### config.mk
export PLATFORM = sky130hd
export DESIGN_NAME = firebird7_in_gate1_tessent_ijtag_host_driver
export DESIGN_NICKNAME = d
export VERILOG_FILES = /design/src/rtl/firebird7_in_gate1_tessent_ijtag_host_driver.sv
export SDC_FILE = /design/constraint.sdc
export NUM_CORES = 1
export LEC_CHECK = 0
export BUFFER_PORTS_ARGS = -buffer_cell sky130_fd_sc_hd__buf_2
export CORE_MARGIN = 2
export CORE_UTILIZATION = 47
export CTS_CLUSTER_DIAMETER = 100
export CTS_CLUSTER_SIZE = 20
export DETAILED_ROUTE_END_ITERATION = 10
export PLACE_DENSITY = 0.71
export SETUP_SLACK_MARGIN = 0.15
export SYNTH_ARGS = -nofsm -noshare
export SYNTH_HDL_FRONTEND = slang
export SYNTH_SLANG_ARGS = --single-unit
### constraint.sdc
create_clock -name ijtag_tck -period 2.5 [get_ports ijtag_tck]
set_input_delay 0.75 -clock ijtag_tck [delete_from_list [all_inputs] [get_ports ijtag_tck]]
set_output_delay 0.75 -clock ijtag_tck [all_outputs]
set_load 0.01 [all_outputs]
### src/rtl/firebird7_in_gate1_tessent_ijtag_host_driver.sv
// ============================================================================
// firebird7_in_gate1_tessent_ijtag_host_driver
//
// Host-side initiator for a gate1 IJTAG segment network. The block takes one
// scan command, runs optional capture, len shift cycles and optional update on
// the network, and returns the bits shifted out on a response channel.
//
// Timing model:
//   - The FSM advances on posedge ijtag_tck.
//   - The network controls (sel/ce/se/ue/si) are re-registered on negedge
//     ijtag_tck, so they are stable half a cycle before each network posedge.
//   - ijtag_so is sampled on the posedge that ends each shift cycle.
//   - On entry to RESP the block waits one cycle before raising rsp_valid.
//
// Optional feature (compile-time macro IJTAG_DRV_COMPARE_EN):
//   Adds cmd_expect/cmd_mask inputs, latched when the command is accepted, and
//   an rsp_mismatch output that is valid together with rsp_valid.
// ============================================================================
module firebird7_in_gate1_tessent_ijtag_host_driver #(
   parameter int MAX_LEN = 64,
   parameter int LEN_W   = $clog2(MAX_LEN + 1)
) (
   input  logic               ijtag_tck,
   input  logic               ijtag_reset,
   input  logic               cmd_valid,
   output logic               cmd_ready,
   input  logic [LEN_W-1:0]   cmd_len,
   input  logic [MAX_LEN-1:0] cmd_data,
   input  logic               cmd_capture,
   input  logic               cmd_update,
`ifdef IJTAG_DRV_COMPARE_EN
   input  logic [MAX_LEN-1:0] cmd_expect,
   input  logic [MAX_LEN-1:0] cmd_mask,
   output logic               rsp_mismatch,
`endif
   output logic               rsp_valid,
   input  logic               rsp_ready,
   output logic [MAX_LEN-1:0] rsp_data,
   output logic               busy,
   output logic               ijtag_sel,
   output logic               ijtag_ce,
   output logic               ijtag_se,
   output logic               ijtag_ue,
   output logic               ijtag_si,
   input  logic               ijtag_so
);

   localparam int IDX_W = (MAX_LEN > 1) ? $clog2(MAX_LEN) : 1;
   localparam logic [LEN_W-1:0] MAX_LEN_L = LEN_W'(MAX_LEN);
   localparam logic [LEN_W-1:0] LEN_ZERO  = {LEN_W{1'b0}};
   localparam logic [LEN_W-1:0] LEN_ONE   = LEN_W'(1);

   typedef enum logic [2:0] {
      ST_IDLE    = 3'd0,
      ST_CAPTURE = 3'd1,
      ST_SHIFT   = 3'd2,
      ST_UPDATE  = 3'd3,
      ST_RESP    = 3'd4
   } state_t;

   state_t             state_r;
   logic [LEN_W-1:0]   len_r;
   logic [LEN_W-1:0]   cnt_r;
   logic [MAX_LEN-1:0] data_r;
   logic               upd_r;
   logic [MAX_LEN-1:0] rsp_data_r;
   logic               rsp_valid_r;
   logic               cmd_ready_r;
   logic               busy_r;
   logic               sel_r;
   logic               ce_r;
   logic               se_r;
   logic               ue_r;
   logic               si_r;
   logic [LEN_W-1:0]   len_clamp_s;
   logic               accept_s;

   // State that follows the capture phase (or IDLE when capture is skipped).
   function automatic state_t after_capture(input logic [LEN_W-1:0] len, input logic upd);
      state_t nxt;
      if (len != LEN_ZERO) begin
         nxt = ST_SHIFT;
      end else if (upd) begin
         nxt = ST_UPDATE;
      end else begin
         nxt = ST_RESP;
      end
      return nxt;
   endfunction

   // State that follows the last shift cycle.
   function automatic state_t after_shift(input logic upd);
      return upd ? ST_UPDATE : ST_RESP;
   endfunction

   // Over-long commands are clamped to the largest supported scan length.
   assign len_clamp_s = (cmd_len > MAX_LEN_L) ? MAX_LEN_L : cmd_len;
   assign accept_s    = (state_r == ST_IDLE) && cmd_valid && cmd_ready_r;

   // Command sequencer: walks capture/shift/update/response and samples ijtag_so.
   always_ff @(posedge ijtag_tck or negedge ijtag_reset) begin
      if (!ijtag_reset) begin
         state_r     <= ST_IDLE;
         len_r       <= LEN_ZERO;
         cnt_r       <= LEN_ZERO;
         data_r      <= {MAX_LEN{1'b0}};
         upd_r       <= 1'b0;
         rsp_data_r  <= {MAX_LEN{1'b0}};
         rsp_valid_r <= 1'b0;
         cmd_ready_r <= 1'b1;
         busy_r      <= 1'b0;
      end else begin
         case (state_r)
            ST_IDLE: begin
               if (accept_s) begin
                  len_r       <= len_clamp_s;
                  data_r      <= cmd_data;
                  upd_r       <= cmd_update;
                  cnt_r       <= LEN_ZERO;
                  rsp_data_r  <= {MAX_LEN{1'b0}};
                  cmd_ready_r <= 1'b0;
                  busy_r      <= 1'b1;
                  if (cmd_capture) begin
                     state_r <= ST_CAPTURE;
                  end else begin
                     state_r <= after_capture(len_clamp_s, cmd_update);
                  end
               end
            end
            ST_CAPTURE: begin
               state_r <= after_capture(len_r, upd_r);
            end
            ST_SHIFT: begin
               rsp_data_r[cnt_r[IDX_W-1:0]] <= ijtag_so;
               if (cnt_r == (len_r - LEN_ONE)) begin
                  state_r <= after_shift(upd_r);
               end else begin
                  cnt_r <= cnt_r + LEN_ONE;
               end
            end
            ST_UPDATE: begin
               state_r <= ST_RESP;
            end
            ST_RESP: begin
               // One settling cycle, then hold the response until it is taken.
               if (!rsp_valid_r) begin
                  rsp_valid_r <= 1'b1;
               end else if (rsp_ready) begin
                  rsp_valid_r <= 1'b0;
                  state_r     <= ST_IDLE;
                  cmd_ready_r <= 1'b1;
                  busy_r      <= 1'b0;
               end
            end
            default: begin
               state_r     <= ST_IDLE;
               rsp_valid_r <= 1'b0;
               cmd_ready_r <= 1'b1;
               busy_r      <= 1'b0;
            end
         endcase
      end
   end

   // Network controls retimed to the falling edge so they lead each network posedge.
   always_ff @(negedge ijtag_tck or negedge ijtag_reset) begin
      if (!ijtag_reset) begin
         sel_r <= 1'b0;
         ce_r  <= 1'b0;
         se_r  <= 1'b0;
         ue_r  <= 1'b0;
         si_r  <= 1'b0;
      end else begin
         sel_r <= (state_r == ST_CAPTURE) || (state_r == ST_SHIFT) || (state_r == ST_UPDATE);
         ce_r  <= (state_r == ST_CAPTURE);
         se_r  <= (state_r == ST_SHIFT);
         ue_r  <= (state_r == ST_UPDATE);
         si_r  <= (state_r == ST_SHIFT) ? data_r[cnt_r[IDX_W-1:0]] : 1'b0;
      end
   end

`ifdef IJTAG_DRV_COMPARE_EN
   logic [MAX_LEN-1:0] expect_r;
   logic [MAX_LEN-1:0] mask_r;
   logic               mismatch_r;

   // Masked compare of the returned vector, evaluated as the response becomes valid.
   always_ff @(posedge ijtag_tck or negedge ijtag_reset) begin
      if (!ijtag_reset) begin
         expect_r   <= {MAX_LEN{1'b0}};
         mask_r     <= {MAX_LEN{1'b0}};
         mismatch_r <= 1'b0;
      end else if (accept_s) begin
         expect_r   <= cmd_expect;
         mask_r     <= cmd_mask;
         mismatch_r <= 1'b0;
      end else if ((state_r == ST_RESP) && !rsp_valid_r) begin
         mismatch_r <= |((rsp_data_r ^ expect_r) & mask_r);
      end else begin
         mismatch_r <= mismatch_r;
      end
   end

   assign rsp_mismatch = mismatch_r;
`endif

   assign cmd_ready = cmd_ready_r;
   assign rsp_valid = rsp_valid_r;
   assign rsp_data  = rsp_data_r;
   assign busy      = busy_r;
   assign ijtag_sel = sel_r;
   assign ijtag_ce  = ce_r;
   assign ijtag_se  = se_r;
   assign ijtag_ue  = ue_r;
   assign ijtag_si  = si_r;

endmodule

==> out/metrics.yaml, run 1 <==
floorplan:
  die_y_um: 129
  num_rows: 45
  core_area_um2: 15300
  die_area_um2: 16700
  initial_utilization_pct: 48.2
  io_pins: 150
  chipWidth_um: 129
synth:
  yosysTopAreaCellShare_pct: 50.4
  seq_area_frac_synth_pct: 52.4
  synth_nets: 903
  synth_cells: 823
  ys_top_cells_by_area: "dfrtp_1, nand2_1, o21ai_0, a21oi_1, clkbuf_1"
  syn_area_um2: 7350
  postSynthAreaPerCell_um2: 8.93
  synth_cell_types: 64
  synth_ff_type: "dfrtp_1"
  yosysWarnings: 0
  synth_edf_count: 0
  synth_largest_area_cell: "dfrtp_1"
  async_flop_share_pct: 100
  ys_ff_latch: 154
timing:
  final-max-slew-violation-count: 0
  worst_pin_slew_ps: 804
  hold_violations: 0
  setup_viol: 6
  rsz0062_at_grt: "true"
  setup_ws_ps: -642
  tns_ps: -2720
  finClkSkew_ps: 26.8
  slew_headroom_pct: 46.4
layout:
  fin_cells: 1226
  syn_to_final_growth_pct: 28.3
  nets: 1082
  fillers: 1331
  fin_util_pct: 61.8
  antenna_cells: 0
  drive_gt1_share_pct: 28.6
grt:
  grt_pass1_vias: 6562
  track_usage_pct: 26.1
  grt_pass1_wl_um: 33500
  antenna_found_initial: 0
  grt_max_degree: 70
  gr-total-overflow: 0
power:
  power_mw: 5.31
  p_leak_nw: 4.63
  vdd_drop_max_mv: 0.455
  powerDensity_nw_per_um2: 563
status:
  failed_checks: "setup timing"
  outcome: "complete, but fails checks"
cts:
  htreeDepth: 4
  clock_path_buffers: 2
  path_clk_slew_ps: 60
  cts_tree: "yes"
  cts_buffers: 17
  insertion_delay_ps: 430
  cts-root-buf: "clkbuf_16"
  hold_buffers: 0
  cts_sinks: 154
detailed_routing:
  routed_wirelength_um: 21000
  vias_per_cell: 5.44
  drc: 0
  vias: 6672
  drt.antenna.violating_nets: 0
  drtPass1Iterations: 5
  wire_per_inst_um: 17.1
  drtIter0Drc: 633
setup_path:
  reg2reg_setup_slack_ps: -640
  arrival_ps: 2130
  worstSetupStartpointType: "flip-flop"
  crit_fanout: 6
  critPathKind: "reg -> reg"
  worstPathRequired_ps: 1490
  critPathCaptureType: "flip-flop"
hold_path:
  worstHoldPathType: "in -> async"
place:
  hpwl_um: 14300
  place.gp.congestion: 0.890
  place_inst: 1185
  io_buffers: 149
run:
  maxCapViolCount: 0
power by group:
group	internal [mW]	leakage [nW]	switching [mW]
sequential	2.54	1.96	0.0293
combinational	0.108	2.40	0.144
clock	1.47	0.265	1.01
total	4.12	4.63	1.19
final timing paths:
kind	start	end	cells past startpoint
max reg2reg	cnt_r[2]$_DFFE_PN0P_	ijtag_si$_DFF_NN0_	7
min	ijtag_reset	state_r[2]$_DFFE_PN0P_	1
min reg2reg	data_r[15]$_DFFE_PN0P_	data_r[15]$_DFFE_PN0P_	2
min in group ijtag_tck	data_r[15]$_DFFE_PN0P_	data_r[15]$_DFFE_PN0P_	2
max	cnt_r[2]$_DFFE_PN0P_	ijtag_si$_DFF_NN0_	7
max in group asynchronous	ijtag_reset	ijtag_se$_DFF_NN0_	1
cells in the final DEF (no fill, tap or decap), drive strengths merged, types with 3 or more instances in the layout:
| master | n |
|---|---|
| a22oi | 5 |
| clkinv | 7 |
| nor2b | 9 |
| a32o | 4 |
| and3 | 7 |
| nor3 | 8 |
| nand2b | 9 |
| mux2i | 15 |
| mux2 | 8 |
| clkbuf | 22 |
| a31oi | 4 |
| dfrtn | 5 |
| and2 | 5 |
| or3 | 5 |
| nor3b | 5 |
| nand3 | 8 |
| nand2 | 235 |
| clkinvlp | 3 |
| nor2 | 19 |
| inv | 6 |
| nand3b | 3 |
| buf | 223 |
| a221oi | 4 |
| a21oi | 58 |
| o21ai | 108 |
| nor4 | 3 |
| o31ai | 16 |
| xnor2 | 5 |
| o211ai | 16 |
| dfrtp | 148 |
| or2 | 3 |
cell type report:
cell class / count / area [um^2] / area share [%]
well taps: 211 / 264 / 2.80
inverters: 8 / 31.3 / 0.332
multi-input cells: 598 / 3330 / 35.3
flip-flops and latches: 154 / 3860 / 40.9
clock inverters: 10 / 119 / 1.26
repair buffers: 223 / 1380 / 14.7
clock buffers: 22 / 444 / 4.71
cells in the mapped netlist (2+ instances only):
library cell,count
a211oi_1,2
a21o_1,2
a21oi_1,58
a221oi_1,4
a22o_1,2
a22oi_1,5
a31oi_1,4
a32o_1,4
and2_1,5
and3_1,7
buf_1,4
buf_2,7
clkbuf_1,51
clkinv_1,3
dfrtn_1,5
dfrtp_1,148
ha_1,2
inv_1,5
mux2_2,8
mux2i_1,15
nand2_1,235
nand2b_1,9
nand3_1,8
nand3b_1,3
nor2_1,19
nor2b_1,9
nor3_1,7
nor3b_1,5
nor4_1,2
o211ai_1,16
o21ai_0,108
o21ba_2,2
o311ai_0,2
o31ai_1,16
o41ai_1,2
or2_2,3
or3_1,4
xnor2_1,5
xor2_1,2
what timing repair did:
| action | in CTS | in global routing |
|---|---|---|
| gates cloned | 0 | 0 |
| setup buffers | 8 | 1 |
| setup endpoints to repair | 14 | 16 |
| endpoints found under the hold margin | 0 | 0 |
| pin swaps | 4 | 2 |
| resized for setup | 7 | 13 |
worst max-delay path, stage by stage (launching register included):
cell	delay [ps]
dfrtp_4	510
buf_4	160
mux2i_1	210
a2bb2oi_2	160
a21oi_1	90
o21a_1	180
a2111oi_2	280
a31oi_1	120
metal layers:
metal | GRT usage (%) | part of all wire [%]
met2 | 41.2 | 48
met3 | 6.03 | 6.6
met1 | 35.6 | 43
met5 | 0 | 0
met4 | 9.46 | 2.1
stage by stage:
stage                     hold WS, ps  area [um^2]  setup slack, ps
after floorplan                   438         7440             -514
after global placement            458         8710             -609
after detailed placement          458         8710             -626
after CTS                         121         9360             -634
after global routing              123         9430             -742
final                             134         9430             -642
state kept, by name, summed over array words and instances (netlist names):
| signal | flops |
|---|---|
| cnt_r | 7 |
| rsp_valid | 1 |
| ijtag_si | 1 |
| len_r | 7 |
| ijtag_sel | 1 |
| ijtag_ue | 1 |
| state_r | 3 |
| data_r | 64 |
| busy | 1 |
| ijtag_ce | 1 |
| ijtag_se | 1 |
| rsp_data | 64 |
| cmd_ready | 1 |
| upd_r | 1 |
kinds of logic after synthesis:
| family | share of synthesized area (%) |
|---|---|
| mux | 3.57 |
| simple gates | 19.3 |
| fa+ha+maj | 0.340 |
| compound gates | 19.4 |
| xor+xnor | 1.14 |
| flops | 52.4 |
| buf+inv | 3.85 |
(Power assumes the default switching activity.)
==> run 2: changes to the inputs <==
--- a/config.mk
+++ b/config.mk
@@ -6,6 +6,7 @@
 export NUM_CORES = 1
 export LEC_CHECK = 0
 export BUFFER_PORTS_ARGS = -buffer_cell sky130_fd_sc_hd__buf_2
+export CORE_ASPECT_RATIO = 0.5
 export CORE_MARGIN = 2
 export CORE_UTILIZATION = 47
 export CTS_CLUSTER_DIAMETER = 100
==> run 2 against run 1 <==
Against the previous run: the flow still finishes with violations (setup timing); via count rose by 2.2%; critical path type unchanged; highest routed layer unchanged; final area fell by 0.81%; clock-buffer cell count fell by 4.
==> out/metrics.yaml, run 2 (synthesis gave the netlist of run 1 again) <==
status:
  outcome: "complete, but fails checks"
  failed_checks: "setup timing"
setup_path:
  critPathCaptureType: "flip-flop"
  worst_r2r_path_depth: 7
  slowest_stage: "dfrtp_4"
  reg2reg_setup_slack_ps: -730
  crit_fanout: 8
  worstPathRequired_ps: 1470
  crit_chain: "buf_12 -> mux2i_2 -> or2_4 -> a21oi_2 -> o31a_1 -> a2111oi_4 -> a31oi_1"
  rr_endpoint: "ijtag_si$_DFF_NN0_"
  worstSetupStartpointType: "flip-flop"
  rr_startpoint: "cnt_r[2]$_DFFE_PN0P_"
  critPathKind: "reg -> reg"
  cpPeakStageDelay_ps: 490
  arrival_ps: 2200
grt:
  antenna_found_initial: 0
  gr-total-overflow: 0
  grt_max_degree: 65
  track_usage_pct: 26.0
  grt_pass1_wl_um: 34400
  grt_pass1_vias: 6519
run:
  maxCapViolCount: 0
timing:
  worst_pin_slew_ps: 847
  slew_headroom_pct: 43.6
  finClkSkew_ps: 32.3
  tns_ps: -2740
  setup_viol: 6
  holdWs_ps: 154
  final-max-slew-violation-count: 0
  setup_ws_ps: -731
  hold_violations: 0
  rsz0062_at_grt: "true"
floorplan:
  chipWidth_um: 181
  core_area_um2: 15300
  io_pins: 150
  die_area_um2: 16700
  die_y_um: 92.4
  num_rows: 32
  initial_utilization_pct: 47.9
detailed_routing:
  vias_per_cell: 5.60
  wire_per_inst_um: 17.5
  routed_wirelength_um: 21300
  drt.antenna.violating_nets: 0
  drc: 0
  vias: 6817
  drtPass1Iterations: 6
  drtIter0Drc: 599
cts:
  insertion_delay_ps: 420
  hold_buffers: 0
  cts_sinks: 154
  clock_path_buffers: 2
  cts-root-buf: "clkbuf_16"
  cts_tree: "yes"
  cts_buffers: 17
  htreeDepth: 4
  path_clk_slew_ps: 70
place:
  io_buffers: 149
  hpwl_um: 14800
  place_inst: 1181
  place.gp.congestion: 0.874
hold_path:
  worstHoldPathType: "in -> async"
layout:
  fin_cells: 1217
  antenna_cells: 0
  drive_gt1_share_pct: 28.9
  syn_to_final_growth_pct: 27.2
  final_cell_mix: "nand2_1, buf_2, dfrtp_1"
  nets: 1080
  layout_commonest_cell: "nand2_1"
power:
  power_mw: 5.30
  p_leak_nw: 4.59
  powerDensity_nw_per_um2: 566
  vdd_drop_max_mv: 0.457
==> run 2: cell type report <==
| class | count | area [um^2] |
|---|---|---|
| fillers | 1327 | 5980 |
| repair buffers | 221 | 1330 |
| flip-flops and latches | 154 | 3860 |
| well taps | 204 | 255 |
| clock inverters | 14 | 124 |
| multi-input cells | 598 | 3320 |
| clock buffers | 18 | 439 |
| inverters | 8 | 31.3 |
==> run 2: worst max-delay path by stage <==
| stage | start | end | slack, ps | cells past startpoint |
|---|---|---|---|---|
| floorplan | cnt_r[2]$_DFFE_PN0P_ | ijtag_si$_DFF_NN0_ | -510 | 8 |
| global placement | cnt_r[2]$_DFFE_PN0P_ | ijtag_si$_DFF_NN0_ | -590 | 6 |
| detailed placement | cnt_r[2]$_DFFE_PN0P_ | ijtag_si$_DFF_NN0_ | -690 | 7 |
| CTS | cnt_r[2]$_DFFE_PN0P_ | ijtag_si$_DFF_NN0_ | -710 | 7 |
| global route | cnt_r[2]$_DFFE_PN0P_ | ijtag_si$_DFF_NN0_ | -790 | 7 |
| finish | cnt_r[2]$_DFFE_PN0P_ | ijtag_si$_DFF_NN0_ | -730 | 7 |
==> run 2: metal layers <==
metal | GRT usage, % | up-vias | part of all wire, %
met5 | 0 | - | 0
met4 | 6.52 | 0 | 1.0
met3 | 4.64 | 19 | 8.1
met2 | 39.3 | 269 | 44
met1 | 38.8 | 3325 | 47
li1 | - | 3204 | -
==> run 2: worst max-delay path: cells and delay by family, from the launching register on <==
family | cells | cell delay (ps)
AOI/OAI and AO/OA | 4 | 810
buffers and inverters | 1 | 150
DFF | 1 | 490
muxes | 1 | 180
and+or+nand+nor | 1 | 150
==> run 2: repair_timing <==
| action | CTS | global route |
|---|---|---|
| setup endpoints to repair | 9 | 32 |
| buffers inserted | 3 | 1 |
| pin swaps | 2 | 5 |
| resized for setup | 4 | 16 |
==> run 2: power breakdown <==
group / switching (mW) / internal, mW
clock network: 1.14 / 1.34
registers: 0.0277 / 2.54
logic: 0.144 / 0.109
==> run 2: per-stage QoR <==
stage          area, um^2  worst slack [ps]  util, %
2_1_floorplan        7440              -514        -
3_3_place_gp         8670              -585     56.5
3_5_place_dp         8670              -686     56.5
4_1_cts              9290              -710     60.6
5_1_grt              9360              -793     61.0
6_report             9360              -731     61.0
